==> config.mk <==
export PLATFORM = sky130hd
export DESIGN_NAME = uart_tx
export DESIGN_NICKNAME = d
export VERILOG_FILES = /design/src/rtl/uart_pkg.sv /design/src/rtl/uart_bit_timer.sv /design/src/rtl/uart_tx.sv
export SDC_FILE = /design/constraint.sdc
export NUM_CORES = 1
export LEC_CHECK = 0
export ABC_AREA = 1
export CAP_MARGIN = 20
export CORE_MARGIN = 2
export CORE_UTILIZATION = 51
export DETAILED_ROUTE_END_ITERATION = 7
export HOLD_SLACK_MARGIN = 0.12
export MAX_ROUTING_LAYER = met4
export PLACE_DENSITY = 0.73
export SETUP_SLACK_MARGIN = 0.4
export SLEW_MARGIN = 20
export SYNTH_ARGS = -nofsm -noshare
export SYNTH_HDL_FRONTEND = slang
export SYNTH_SLANG_ARGS = --single-unit
==> constraint.sdc <==
create_clock -name CLK_I -period 1.5 [get_ports CLK_I]
set_input_delay 0.45 -clock CLK_I [delete_from_list [all_inputs] [get_ports CLK_I]]
set_output_delay 0.45 -clock CLK_I [all_outputs]
set_load 0.005 [all_outputs]
==> src/rtl/uart_pkg.sv <==
// Shared types and helpers for the UART transmit path.
// Holds the transmitter FSM state encoding and the clocks-per-bit calculation.
// Imported by uart_tx; uart_bit_timer is parameterised by width only.
package uart_pkg;

    typedef enum logic [1:0] {
        IDLE  = 2'd0,
        START = 2'd1,
        DATA  = 2'd2,
        STOP  = 2'd3
    } tx_state_t;

    // Clock cycles per serial bit; integer division, remainder dropped.
    function automatic int cycles_per_bit(input int clk_hz, input int bit_rate);
        return clk_hz / bit_rate;
    endfunction

endpackage

==> src/rtl/uart_bit_timer.sv <==
// Bit-period timer: counts core cycles within the current line phase.
// Ports: clk_i/rst_n_i (sync active-low), clr_i restarts the count, run_i enables
// counting, last_i is the final count of the phase, bit_end_o strobes on that count.
module uart_bit_timer #(
    parameter int CW = 2
) (
    input  logic          clk_i,
    input  logic          rst_n_i,
    input  logic          clr_i,
    input  logic          run_i,
    input  logic [CW-1:0] last_i,
    output logic          bit_end_o
);

    logic [CW-1:0] cnt_q;
    logic [CW-1:0] cnt_d;

    assign bit_end_o = run_i && (cnt_q == last_i);

    // The counter returns to zero at every phase end, so each phase starts at 0
    // without the FSM having to clear it explicitly.
    always_comb begin
        cnt_d = cnt_q;
        if (clr_i || bit_end_o) begin
            cnt_d = '0;
        end else if (run_i) begin
            cnt_d = cnt_q + CW'(1);
        end
    end

    always_ff @(posedge clk_i) begin
        if (!rst_n_i) begin
            cnt_q <= '0;
        end else begin
            cnt_q <= cnt_d;
        end
    end

endmodule

==> src/rtl/uart_tx.sv <==
// UART transmitter: one start bit, PAYLOAD_BITS data bits LSB first, STOP_BITS stop bits.
// Ports: CLK_I, RST_N_I (sync active-low), DATA_I/TX_VALID_I/TX_READY_O word handshake,
// TX_DONE_O one-cycle end-of-frame pulse, TX_O registered serial line (idles high).
module uart_tx
    import uart_pkg::*;
#(
    parameter int PAYLOAD_BITS = 8,
    parameter int CLK_HZ       = 50_000_000,
    parameter int BIT_RATE     = 9600,
    parameter int STOP_BITS    = 1
) (
    input  logic                    CLK_I,
    input  logic                    RST_N_I,
    input  logic [PAYLOAD_BITS-1:0] DATA_I,
    input  logic                    TX_VALID_I,
    output logic                    TX_READY_O,
    output logic                    TX_DONE_O,
    output logic                    TX_O
);

    localparam int CPB    = cycles_per_bit(CLK_HZ, BIT_RATE);
    localparam int CW_RAW = $clog2(CPB * STOP_BITS);
    localparam int CW     = (CW_RAW < 1) ? 1 : CW_RAW;
    localparam int IW     = $clog2(PAYLOAD_BITS) + 1;

    localparam logic [CW-1:0] BIT_LAST  = CW'(CPB - 1);
    // All stop bits are timed as one long phase.
    localparam logic [CW-1:0] STOP_LAST = CW'(CPB * STOP_BITS - 1);
    localparam logic [IW-1:0] IDX_LAST  = IW'(PAYLOAD_BITS - 1);

    if (CPB < 2) begin : g_bad_cpb
        $error("uart_tx: CLK_HZ/BIT_RATE must be at least 2");
    end
    if (STOP_BITS != 1 && STOP_BITS != 2) begin : g_bad_stop
        $error("uart_tx: STOP_BITS must be 1 or 2");
    end
    if (PAYLOAD_BITS < 1) begin : g_bad_payload
        $error("uart_tx: PAYLOAD_BITS must be at least 1");
    end

    tx_state_t               state_q;
    logic [PAYLOAD_BITS-1:0] shreg_q;
    logic [IW-1:0]           idx_q;
    logic                    tx_q;
    logic                    done_q;

    logic                    accept;
    logic                    bit_end;
    logic [CW-1:0]           phase_last;

    assign TX_READY_O = (state_q == IDLE);
    assign TX_DONE_O  = done_q;
    assign TX_O       = tx_q;

    assign accept     = TX_VALID_I && (state_q == IDLE);
    assign phase_last = (state_q == STOP) ? STOP_LAST : BIT_LAST;

    uart_bit_timer #(
        .CW (CW)
    ) u_bit_timer (
        .clk_i     (CLK_I),
        .rst_n_i   (RST_N_I),
        .clr_i     (accept),
        .run_i     (state_q != IDLE),
        .last_i    (phase_last),
        .bit_end_o (bit_end)
    );

    // The shift register is consumed from bit 0, so the next data bit is always
    // shreg_q[0]; idx_q only tracks how many bits have gone out.
    always_ff @(posedge CLK_I) begin
        if (!RST_N_I) begin
            state_q <= IDLE;
            shreg_q <= '0;
            idx_q   <= '0;
            tx_q    <= 1'b1;
            done_q  <= 1'b0;
        end else begin
            done_q <= 1'b0;
            case (state_q)
                IDLE: begin
                    if (TX_VALID_I) begin
                        shreg_q <= DATA_I;
                        state_q <= START;
                        tx_q    <= 1'b0;
                    end
                end
                START: begin
                    if (bit_end) begin
                        state_q <= DATA;
                        idx_q   <= '0;
                        tx_q    <= shreg_q[0];
                        shreg_q <= shreg_q >> 1;
                    end
                end
                DATA: begin
                    if (bit_end) begin
                        if (idx_q == IDX_LAST) begin
                            state_q <= STOP;
                            tx_q    <= 1'b1;
                        end else begin
                            idx_q   <= idx_q + IW'(1);
                            tx_q    <= shreg_q[0];
                            shreg_q <= shreg_q >> 1;
                        end
                    end
                end
                STOP: begin
                    if (bit_end) begin
                        state_q <= IDLE;
                        done_q  <= 1'b1;
                    end
                end
            endcase
        end
    end

endmodule

==> flow_metrics.env <==
export IMPL_instances_no_fill=319
export IMPL_die_w_um=59.6
export IMPL_outcome="finished with violations"
export IMPL_track_usage=0.220
export IMPL_postCtsHoldBufs=0
export IMPL_postLayoutCoreUtil=0.750
export IMPL_drive_above_1_share=0.339
export IMPL_holdCritStartpoint="u_bit_timer.cnt_q[12]"
export IMPL_skew_ns=0.0116
export IMPL_finish_instance_area_mm2=0.00225
export IMPL_async_flop_share=0
export IMPL_area_delta_synth_final_pct=42.9
export IMPL_antenna_found_initial=0
export IMPL_ys_seq_elements=29
export IMPL_synth_edf_count=0
export IMPL_finalCritPeriodShare=1.03
export IMPL_combPwrFrac=0.558
export IMPL_p_int_mw=1.91
export IMPL_antenna_left=0
export IMPL_fin_ws_ns=-0.0378
export IMPL_seqPwrFrac=0.299
export IMPL_cts_sinks=29
export IMPL_endpoint_kind="output pin"
export IMPL_synthFlopType="dfxtp_1"
export IMPL_drt_iter0_markers=93
export IMPL_layout_min_cycle_time_ns=1.54
export IMPL_tightest_slew_ns=0.280
export IMPL_p_leak_nw=0.995
export IMPL_wl_per_cell_um=11.3
export IMPL_yosysWarningCount=0
export IMPL_n_antenna_cell=0
export IMPL_clk_path_buf_depth=2
export IMPL_clock_fmax_mhz=650
export IMPL_drv_cap=0
export IMPL_critical_path_class="flop to output pin"
export IMPL_finalSetupViolations=11
export IMPL_power_density_mw_per_mm2=1420
export IMPL_syn_avg_cell_area_um2=6.67
export IMPL_netlist_area_leader_share=0.369
export IMPL_num_io_pins=14
export IMPL_port_buffers=13
export IMPL_dp_cells=300
export IMPL_drc_errors=0
export IMPL_cp_max_fo=2
export IMPL_violations="negative setup slack"
export IMPL_switchingPower_mw=1.28
export IMPL_place_gp_congestion=0.872
export IMPL_crit_arrival_ns=1.09
export IMPL_cp_required_ns=1.05
export IMPL_initial_core_util=0.525
export IMPL_final_max_slew_viol_count=0
export IMPL_ys_seq_area_frac=0.369
export IMPL_worst_r2r_startpoint="state_q[0]"
export IMPL_syn_inst=236
export IMPL_cts_buffers_inserted=5
export IMPL_netSwitchingFraction=0.400
export IMPL_core_mm2=0.00300
export IMPL_dpl_cell_area_mm2=0.00192
export IMPL_cts_tree="built"
export IMPL_finalHoldViolations=0
export IMPL_htreeDepth=2
export IMPL_dieArea_mm2=0.00355
export IMPL_dp_hpwl_um=2350
export IMPL_drtPass1Iterations=4
export IMPL_via_per_inst=4.94
export IMPL_cts_root_buffer="clkbuf_4"
export IMPL_ys_types=23
export IMPL_nets=303
export IMPL_die_h_um=59.6
export IMPL_clkSlewWorstSetupHoldPaths_ns=0.09
export IMPL_routed_wl_um=3610
export IMPL_slew_headroom=0.813
export IMPL_hold_path_class="flop to flop"
export IMPL_syn_num_nets=254
export IMPL_worstSetupStartpoint="state_q[1]"
export IMPL_grt_max_degree=15
export IMPL_synth_largest_area_cell="dfxtp_1"
export IMPL_startpoint_type="flop"
export IMPL_grt_pass1_vias=1338
export IMPL_clk_latency_ns=0.32
export IMPL_synthTopCellsByArea="dfxtp_1 (37%), nand2_1 (12%), nor2_1 (10%)"
export IMPL_clkPwrFrac=0.142
export IMPL_vias=1575
export IMPL_syn_area_mm2=0.00158
export IMPL_synth_most_common_cell="nand2_1"
export IMPL_synth_common_cells="nand2_1 (49), nor2_1 (43), inv_1 (35)"
export IMPL_ir_drop_v=0.000778
export IMPL_rsz0062_at_grt="true"
export IMPL_grt_overflow=0
export IMPL_core_rowCount=20
export IMPL_grt_pass1_wl_um=5740
==> logic make-up (layout without fill, tap and decap cells) <==
kind of cell	Yosys count	count (layout)	synth area share
adder cells (fa/ha/maj)	7	7	0.0556
flip-flops	29	29	0.369
AO/OA/AOI/OAI	26	26	0.0826
XOR/XNOR	5	5	0.0278
buffers and inverters	40	89	0.101
AND/OR/NAND/NOR	129	130	0.365
==> per-stage QoR <==
stage / setup WS, ns / hold WS [ns] / power [mW] / setup TNS (ns)
finish: -0.0378 / 0.498 / 3.19 / -0.125
detailed placement: -0.151 / 0.461 / 2.35 / -2.36
global route: -0.106 / 0.517 / 3.44 / -1.77
CTS: -0.0217 / 0.475 / 3.03 / -0.172
global placement: -0.145 / 0.470 / 2.34 / -2.18
floorplan: 0.0473 / 0.452 / 1.88 / 0
==> state kept, by name, summed over array words and instances (netlist names) <==
name               flops
idx_q                  4
u_bit_timer.cnt_q     13
shreg_q                8
TX_DONE_O              1
state_q                2
TX_O                   1
==> worst paths after layout <==
path	cells after the start	slack, ns	endpoint
setup / recovery	4	-0.04	TX_READY_O
hold / removal	2	0.50	u_bit_timer.cnt_q[12]
setup reg to reg	8	-0.03	shreg_q[7]
hold reg to reg	2	0.50	u_bit_timer.cnt_q[12]
==> layout by cell type (no fill, tap or decap), types with 2 or more instances in the layout <==
cell	Yosys	routed
clkbuf_4	0	5
xor2_1	4	4
nand2_1	49	42
ha_1	7	3
nor2_2	3	5
clkdlybuf4s50_1	0	10
nor3_2	0	2
o21ai_1	1	4
o21ai_2	0	4
nand2_4	1	7
buf_6	1	5
nand3_1	11	7
nand2_2	5	6
nand3_2	0	4
inv_4	0	2
buf_2	1	2
nand4_1	6	6
dfxtp_2	0	6
ha_4	0	3
nor3_1	7	4
clkinv_2	0	2
o21ai_0	14	7
dfxtp_1	29	23
inv_1	35	29
nand3b_4	1	2
a21oi_1	11	11
inv_2	2	5
buf_4	0	25
nor2_4	0	4
nor2_1	43	37
==> timing repair <==
action / in CTS / in global routing
gates resized for setup: 36 / 33
setup endpoints to repair: 32 / 32
buffers inserted: 6 / 4
pin swaps: 12 / 10
gates cloned: 1 / 0
==> power by group through the flow <==
stage,logic (mW),registers (mW),clock network (mW)
floorplan,0.909,0.969,0
global placement,1.37,0.967,0
detailed placement,1.38,0.969,0
CTS,1.61,0.954,0.466
global route,1.98,0.967,0.495
finish,1.78,0.955,0.453
==> worst max-delay path, cell delays in order, from the launching register on <==
cell	delay, ns
dfxtp_2	0.35
inv_2	0.05
ha_4	0.15
buf_4	0.12
clkbuf_2	0.10
==> metal layers <==
layer / track usage / wire length [um]
met1: 0.297 / 1720
met2: 0.327 / 1670
met3: 0.0524 / 161
met4: 0.0667 / 55
met5: - / 0
==> layout make-up <==
| type | count | area [um^2] |
|---|---|---|
| Timing Repair Buffer | 44 | 379 |
| Clock inverter | 2 | 10.0 |
| Clock buffer | 6 | 41.3 |
| Fill cell | 229 | 752 |
| Multi-Input combinational cell | 168 | 1040 |
| Inverter | 37 | 149 |
| Sequential cell | 29 | 588 |
| Tap cell | 33 | 41.3 |
(Power assumes the default switching activity.)
